===== config.mk =====
export PLATFORM = sky130hd
export DESIGN_NAME = riffa2ahir_bridge
export DESIGN_NICKNAME = d
export VERILOG_FILES = /design/src/rtl/riffa2ahir_pkg.sv /design/src/rtl/riffa2ahir_fifo.sv /design/src/rtl/riffa2ahir_bridge.sv
export SDC_FILE = /design/constraint.sdc
export NUM_CORES = 1
export LEC_CHECK = 0
export ABC_AREA = 1
export BUFFER_PORTS_ARGS = -buffer_cell sky130_fd_sc_hd__buf_2
export CAP_MARGIN = 20
export CORE_MARGIN = 3
export CORE_UTILIZATION = 50
export DETAILED_ROUTE_END_ITERATION = 6
export PLACE_DENSITY = 0.69
export SLEW_MARGIN = 20
export SYNTH_ARGS = -nofsm -noshare
export SYNTH_HDL_FRONTEND = slang
export SYNTH_HIERARCHICAL = 1
export SYNTH_SLANG_ARGS = --single-unit

===== constraint.sdc =====
create_clock -name CLK -period 6.6 [get_ports CLK]
set_clock_uncertainty 0.1 [all_clocks]
set_input_delay 0.33 -clock CLK [delete_from_list [all_inputs] [get_ports CLK]]
set_output_delay 0.33 -clock CLK [all_outputs]
set_load 0.1 [all_outputs]

===== src/rtl/riffa2ahir_pkg.sv =====
// Shared types for the RIFFA <-> AHIR bridge: FSM encodings and the
// conversion from 32-bit word counts to bus beats.
package riffa2ahir_pkg;

   typedef enum logic [1:0] {
      RX_IDLE = 2'd0,
      RX_ACK  = 2'd1,
      RX_DATA = 2'd2
   } rx_state_e;

   typedef enum logic [1:0] {
      TX_IDLE = 2'd0,
      TX_FILL = 2'd1,
      TX_REQ  = 2'd2,
      TX_DATA = 2'd3
   } tx_state_e;

   localparam int WORD_BITS = 32;

   // Round up so that a partially filled last beat still counts as a beat.
   function automatic logic [31:0] words_to_beats(input logic [31:0] words,
                                                  input int         beat_bits);
      logic [32:0] words_per_beat;
      logic [32:0] padded;
      words_per_beat = 33'(beat_bits / WORD_BITS);
      padded         = {1'b0, words} + words_per_beat - 33'd1;
      return 32'(padded / words_per_beat);
   endfunction

endpackage


===== src/rtl/riffa2ahir_fifo.sv =====
// Synchronous FIFO with full/empty flags; push and pop may coincide at any
// occupancy, including full and empty.
module riffa2ahir_fifo #(
   parameter int WIDTH = 32,
   parameter int DEPTH = 16
) (
   input  logic             clk,
   input  logic             rst_n,
   input  logic             push_i,
   input  logic [WIDTH-1:0] wdata_i,
   input  logic             pop_i,
   output logic [WIDTH-1:0] rdata_o,
   output logic             full_o,
   output logic             empty_o
);

   localparam int            AW      = $clog2(DEPTH);
   localparam logic [AW:0]   PTR_ONE = (AW + 1)'(1);

   logic [WIDTH-1:0] mem_q [DEPTH];
   logic [AW:0]      wr_ptr_q, wr_ptr_d;
   logic [AW:0]      rd_ptr_q, rd_ptr_d;
   logic             do_push, do_pop;

   // Pointers carry one extra wrap bit to tell full from empty.
   assign empty_o = (wr_ptr_q == rd_ptr_q);
   assign full_o  = (wr_ptr_q[AW-1:0] == rd_ptr_q[AW-1:0]) &&
                    (wr_ptr_q[AW] != rd_ptr_q[AW]);

   assign do_push = push_i && (!full_o || pop_i);
   assign do_pop  = pop_i && (!empty_o || push_i);

   assign wr_ptr_d = do_push ? wr_ptr_q + PTR_ONE : wr_ptr_q;
   assign rd_ptr_d = do_pop  ? rd_ptr_q + PTR_ONE : rd_ptr_q;

   // On empty the incoming word is the head, so a same-cycle pop sees it.
   assign rdata_o = empty_o ? wdata_i : mem_q[rd_ptr_q[AW-1:0]];

   // NOTE: state registers use non-blocking assignments so every flop samples
   // pre-edge values regardless of process evaluation order.
   always_ff @(posedge clk or negedge rst_n) begin
      if (!rst_n) begin
         wr_ptr_q <= '0;
         rd_ptr_q <= '0;
      end else begin
         wr_ptr_q <= wr_ptr_d;
         rd_ptr_q <= rd_ptr_d;
      end
   end

   // NOTE: storage is deliberately not reset; the pointers alone define
   // which entries are valid, so the array can map onto plain RAM.
   always_ff @(posedge clk) begin
      if (do_push) begin
         mem_q[wr_ptr_q[AW-1:0]] <= wdata_i;
      end
   end

endmodule


===== src/rtl/riffa2ahir_bridge.sv =====
// Bridges one RIFFA channel to an AHIR input/output pipe pair, buffering
// each direction in its own FIFO.
module riffa2ahir_bridge
   import riffa2ahir_pkg::*;
#(
   parameter int C_PCI_DATA_WIDTH = 32,
   parameter int FIFO_DEPTH       = 16,
   parameter int TX_DATA_LEN      = 2,
   parameter int MODE             = 0
) (
   input  logic                        CLK,
   input  logic                        RST_N,
   input  logic                        CHNL_RX,
   output logic                        CHNL_RX_ACK,
   input  logic [31:0]                 CHNL_RX_LEN,
   input  logic [C_PCI_DATA_WIDTH-1:0] CHNL_RX_DATA,
   input  logic                        CHNL_RX_DATA_VALID,
   output logic                        CHNL_RX_DATA_REN,
   output logic                        CHNL_TX,
   input  logic                        CHNL_TX_ACK,
   output logic [31:0]                 CHNL_TX_LEN,
   output logic                        CHNL_TX_LAST,
   output logic [30:0]                 CHNL_TX_OFF,
   output logic [C_PCI_DATA_WIDTH-1:0] CHNL_TX_DATA,
   output logic                        CHNL_TX_DATA_VALID,
   input  logic                        CHNL_TX_DATA_REN,
   output logic [C_PCI_DATA_WIDTH-1:0] in_data_pipe_write_data,
   output logic                        in_data_pipe_write_req,
   input  logic                        in_data_pipe_write_ack,
   input  logic [C_PCI_DATA_WIDTH-1:0] out_data_pipe_read_data,
   output logic                        out_data_pipe_read_req,
   input  logic                        out_data_pipe_read_ack
);

   localparam int             CW         = $clog2(FIFO_DEPTH + 1);
   localparam logic [CW-1:0]  TX_BEATS   = CW'(words_to_beats(32'(TX_DATA_LEN), C_PCI_DATA_WIDTH));
   localparam logic [CW-1:0]  CNT_ONE    = CW'(1);

   rx_state_e   rx_state_q, rx_state_d;
   tx_state_e   tx_state_q, tx_state_d;
   logic [31:0] rx_cnt_q, rx_cnt_d;
   logic [CW-1:0] tx_cnt_q, tx_cnt_d;

   logic rx_push, rx_pop, rx_full, rx_empty;
   logic tx_push, tx_pop, tx_full, tx_empty;
   logic rx_done;

   assign CHNL_TX_LEN  = 32'(TX_DATA_LEN);
   assign CHNL_TX_LAST = 1'b1;
   assign CHNL_TX_OFF  = '0;

   assign rx_push = CHNL_RX_DATA_VALID && CHNL_RX_DATA_REN;
   assign rx_pop  = in_data_pipe_write_req && in_data_pipe_write_ack;
   assign tx_push = out_data_pipe_read_req && out_data_pipe_read_ack;
   assign tx_pop  = CHNL_TX_DATA_VALID && CHNL_TX_DATA_REN;

   assign in_data_pipe_write_req = !rx_empty;

   // NOTE: every output of a combinational block gets a default before the
   // case statement; a path that skipped an assignment would infer a latch.
   always_comb begin
      rx_state_d       = rx_state_q;
      rx_cnt_d         = rx_cnt_q;
      CHNL_RX_ACK      = 1'b0;
      CHNL_RX_DATA_REN = 1'b0;
      case (rx_state_q)
         RX_IDLE: if (CHNL_RX) rx_state_d = RX_ACK;
         RX_ACK: begin
            CHNL_RX_ACK = 1'b1;
            rx_cnt_d    = words_to_beats(CHNL_RX_LEN, C_PCI_DATA_WIDTH);
            rx_state_d  = (rx_cnt_d == 32'd0) ? RX_IDLE : RX_DATA;
         end
         RX_DATA: begin
            CHNL_RX_DATA_REN = !rx_full;
            if (CHNL_RX_DATA_VALID && !rx_full) rx_cnt_d = rx_cnt_q - 32'd1;
            if (rx_cnt_d == 32'd0 || !CHNL_RX) rx_state_d = RX_IDLE;
         end
         default: rx_state_d = RX_IDLE;
      endcase
   end

   // Master mode launches a TX only on the cycle an RX transaction finishes.
   assign rx_done = (rx_state_q != RX_IDLE) && (rx_state_d == RX_IDLE);

   always_comb begin
      tx_state_d             = tx_state_q;
      tx_cnt_d               = tx_cnt_q;
      CHNL_TX                = 1'b0;
      CHNL_TX_DATA_VALID     = 1'b0;
      out_data_pipe_read_req = 1'b0;
      case (tx_state_q)
         TX_IDLE: begin
            tx_cnt_d = '0;
            if (MODE != 0 || rx_done) tx_state_d = TX_FILL;
         end
         TX_FILL: begin
            out_data_pipe_read_req = !tx_full && (tx_cnt_q < TX_BEATS);
            if (out_data_pipe_read_req && out_data_pipe_read_ack) tx_cnt_d = tx_cnt_q + CNT_ONE;
            if (tx_cnt_d == TX_BEATS) tx_state_d = TX_REQ;
         end
         TX_REQ: begin
            CHNL_TX = 1'b1;
            if (CHNL_TX_ACK) tx_state_d = TX_DATA;
         end
         TX_DATA: begin
            CHNL_TX_DATA_VALID = !tx_empty;
            if (CHNL_TX_DATA_VALID && CHNL_TX_DATA_REN) tx_cnt_d = tx_cnt_q - CNT_ONE;
            if (tx_cnt_d == '0) tx_state_d = TX_IDLE;
         end
         default: tx_state_d = TX_IDLE;
      endcase
   end

   always_ff @(posedge CLK or negedge RST_N) begin
      if (!RST_N) begin
         rx_state_q <= RX_IDLE;
         tx_state_q <= TX_IDLE;
         rx_cnt_q   <= '0;
         tx_cnt_q   <= '0;
      end else begin
         rx_state_q <= rx_state_d;
         tx_state_q <= tx_state_d;
         rx_cnt_q   <= rx_cnt_d;
         tx_cnt_q   <= tx_cnt_d;
      end
   end

   riffa2ahir_fifo #(
      .WIDTH (C_PCI_DATA_WIDTH),
      .DEPTH (FIFO_DEPTH)
   ) u_rx_fifo (
      .clk     (CLK),
      .rst_n   (RST_N),
      .push_i  (rx_push),
      .wdata_i (CHNL_RX_DATA),
      .pop_i   (rx_pop),
      .rdata_o (in_data_pipe_write_data),
      .full_o  (rx_full),
      .empty_o (rx_empty)
   );

   riffa2ahir_fifo #(
      .WIDTH (C_PCI_DATA_WIDTH),
      .DEPTH (FIFO_DEPTH)
   ) u_tx_fifo (
      .clk     (CLK),
      .rst_n   (RST_N),
      .push_i  (tx_push),
      .wdata_i (out_data_pipe_read_data),
      .pop_i   (tx_pop),
      .rdata_o (CHNL_TX_DATA),
      .full_o  (tx_full),
      .empty_o (tx_empty)
   );

endmodule


==> impl_metrics.csv <==
group,metric,value,unit
synth,synth_fa_ha_area_frac,0.00545,
clock_network,cts_root_buffer,"clkbuf_16",
global_route,grt_pass1_vias,34700,
floorplanning,core-area,0.0993,mm^2
synth,avgSynthCellArea,9.40,um^2
sta,relSlewSlack,0.273,
sta,fmax,0.189,GHz
worst_setup_path,cp-end-kind,"output pin",
drt,wl_met3,9260,um
sta,finalHoldViolations,0,
clock_network,postCtsSetupRepairBufs,0,
clock_network,cts_tree,"built",
place,port_buffers,173,
global_route,antenna_found_initial,3,
floorplanning,die_area,0.105,mm^2
synth,ys_seq_area_frac,0.639,
cells_and_area,drive_above_1_share,0.0962,
power_and_ir_drop,irDropWorstVdd,0.00109,V
synth,synth_common_cells,"nand2_1 (1,946), edfxtp_1 (1,024), inv_1 (916), nand3_1 (710), nor2_1 (131)",
clock_network,cts_buffer_depth,3,
synth,async_flop_share,0.0562,
drt,viasPerCell,5.22,
synth,yosysUniqueCellTypes,38,
clock_network,insertion_delay,0.71,ns
synth,synthXorXnorAreaFrac,0.00399,
power_and_ir_drop,cellPowerDensity,461,mW/mm^2
sta,fin_crit_sh,0.803,
global_route,grt_max_degree,192,
sta,tightest_slew,1.09,ns
synth,synth_most_common_cell,"nand2_1",
worst_hold_path,hold_class,"input pin to flip-flop",
power_and_ir_drop,power,0.0264,W
floorplanning,initial_core_util,0.509,
worst_setup_path,startpoint_type,"flip-flop",
synth,synth_top_family_by_area,"simple AND/OR/NAND/NOR gates",
global_route,overflow,0,
place,dp_hpwl,72700,um
worst_setup_path,crit_start,"u_tx_fifo/rd_ptr_q[0]$_DFFE_PN0P_",
drt,wl_met1,52700,um
sta,slew_viol_final,0,
clock_network,cts.sinks,1085,
synth,synth_top_area_frac,0.609,
sta,finalSetupTns,0,ns
synth,synth-simple-area-share,0.241,
clock_network,cts_hold_buf,101,
clock_network,clk_transition_reported_paths,0.06,ns
floorplanning,die-width,324,um
synth,yosys_most_used_dff,"edfxtp_1",
worst_setup_path,cp_max_fo,90,
synth,synth-seq-cells,1085,
clock_network,cts_repair_resize_count,0,
synth,muxShareOfSynthArea,0,
drt,wirelength,127000,um
global_route,grt_usage,0.240,
drt,ant_nets,0,
clock_network,cts_made_buffers,111,
cells_and_area,nets,5708,
cells_and_area,fin_area,0.0573,mm^2
synth,post-synth-top-area-cell,"edfxtp_1",
place,place_congestion,0.860,
job,maxCapViolations,0,
synth,yosys_warnings,6,
power_and_ir_drop,leakagePower,25.5,nW
drt,drcViolationCount,0,
sta,setup_viol,0,
floorplanning,rows,115,
clock_network,htree_levels,3,
drt,firstDrtPassIters,5,
place,place_area,0.0525,mm^2
synth,yosys-top-cells-area,"edfxtp_1 (61%), nand2_1 (14%), nand3_1 (7.0%), inv_1 (6.8%), dfrtp_1 (3.0%)",
worst_hold_path,hp-start,"CHNL_TX_ACK",
outcome,status,"completed",
drt,top_layer,"met5",
floorplanning,die_y,324,um
sta,rsz0062_at_grt,"no",
synth,synth_edf_count,1024,
drt,wire_per_inst,18.3,um
worst_setup_path,criticalPathCategory,"flip-flop to output pin",
floorplanning,ios,238,
drt,wl_met2,61200,um
worst_setup_path,reg2reg_from,"u_rx_fifo/rd_ptr_q[1]$_DFFE_PN0P_",
worst_setup_path,arrival,4.87,ns
synth,synth-compound-area-share,0.0104,
drt,num_vias,36400,
synth,synth_cells,5377,
cells_and_area,syn_to_final_growth,13.5,%
global_route,grt_pass1_wl,196000,um
synth,synth_area,0.0505,mm^2
worst_setup_path,cp.required,6.17,ns
sta,finalCriticalPeriod,5.30,ns
drt,dr.first_iter.drc_count,3471,
==> cell families after synthesis <==
group                    Yosys count
adder cells (fa/ha/maj)           22
XOR/XNOR                          23
buffers and inverters           1241
flip-flops                      1085
AND/OR/NAND/NOR                 2910
other                              2
AO/OA/AOI/OAI                     94
==> cell type report <==
cell class | count | area (um^2)
inverter | 932 | 3510
fill | 8228 | 41900
clock inverter | 68 | 572
multi-input combinational | 3113 | 13700
tap | 1287 | 1610
antenna | 1 | 2.50
sequential | 1085 | 32300
timing repair buffer | 339 | 2710
clock buffer | 140 | 2950
==> through the flow <==
stage          hold WS, ns  instances  setup WS [ns]   util
2_1_floorplan      -0.0656       5439           2.61      -
3_3_place_gp         0.421       6636           1.84  0.527
3_5_place_dp         0.434       6643           1.80  0.529
4_1_cts             0.0296       6952           1.32  0.574
5_1_grt             0.0747       6964          0.983  0.578
6_report            0.0716       6965           1.30  0.578
==> critical path: stages (launching register included) <==
cell     delay, ns
dfrtp_4       0.70
inv_6         0.50
buf_4         0.68
buf_4         0.89
nand2_1       0.11
nand2_1       0.09
nand2_1       0.06
nand2_1       0.10
nand2_1       0.05
nand3_1       0.10
nand3_1       0.19
nand2_1       0.12
buf_2         0.43
==> registers in the layout, summed over array words and instances (netlist names) <==
register	flops
rx_cnt_q	32
u_rx_fifo/wr_ptr_q	5
u_rx_fifo/mem_q	512
u_tx_fifo/rd_ptr_q	5
tx_state_q	2
rx_state_q	2
u_tx_fifo/wr_ptr_q	5
tx_cnt_q	5
u_tx_fifo/mem_q	512
u_rx_fifo/rd_ptr_q	5
==> power breakdown <==
part,internal [W],switching (W),total [W]
clock,0.00340,0.00266,0.00606
sequential,0.00783,0.000411,0.00824
combinational,0.00245,0.00967,0.0121
==> cells in the final DEF (no fill, tap or decap), types with 9 or more instances in the layout <==
cell type and n:
dlygate4sd3_1 101, nor2_1 99, nor2_2 12, ha_1 22, buf_16 13, conb_1 64, nor2_4 41, clkbuf_16 114
or2_2 65, nand3_1 708, clkinv_2 17, nand4_1 9, o21ai_0 39, a21oi_1 14, inv_1 914, nand2_1 1946
buf_2 173, inv_2 10, edfxtp_1 1024, clkbuf_1 26, xor2_1 17, dfrtp_1 53, buf_4 45, o22ai_1 25
clkinvlp_4 11, clkinv_1 33, nor4_1 9
==> per-layer routing <==
layer  vias up  global-route usage
met5         -                   0
met4         4              0.0884
met3       258              0.0344
met2      1430               0.404
met1     17300               0.320
li1      17300                   -
==> path summary, 6_finish.rpt <==
path,endpoint,slack [ns],cells past startpoint
worst max-delay path,CHNL_TX_DATA[13],1.30,12
worst min-delay path,tx_state_q[0]$_DFFE_PN0P_,0.07,5
worst max register to register,u_rx_fifo/mem_q[4][17]$_DFFE_PP_,1.86,13
worst min register to register,u_rx_fifo/wr_ptr_q[4]$_DFFE_PN0P_,0.44,2
max in group asynchronous,u_tx_fifo/rd_ptr_q[1]$_DFFE_PN0P_,5.48,3
min in group asynchronous,rx_cnt_q[27]$_DFFE_PN0P_,0.27,3
(Power assumes the default switching activity.)
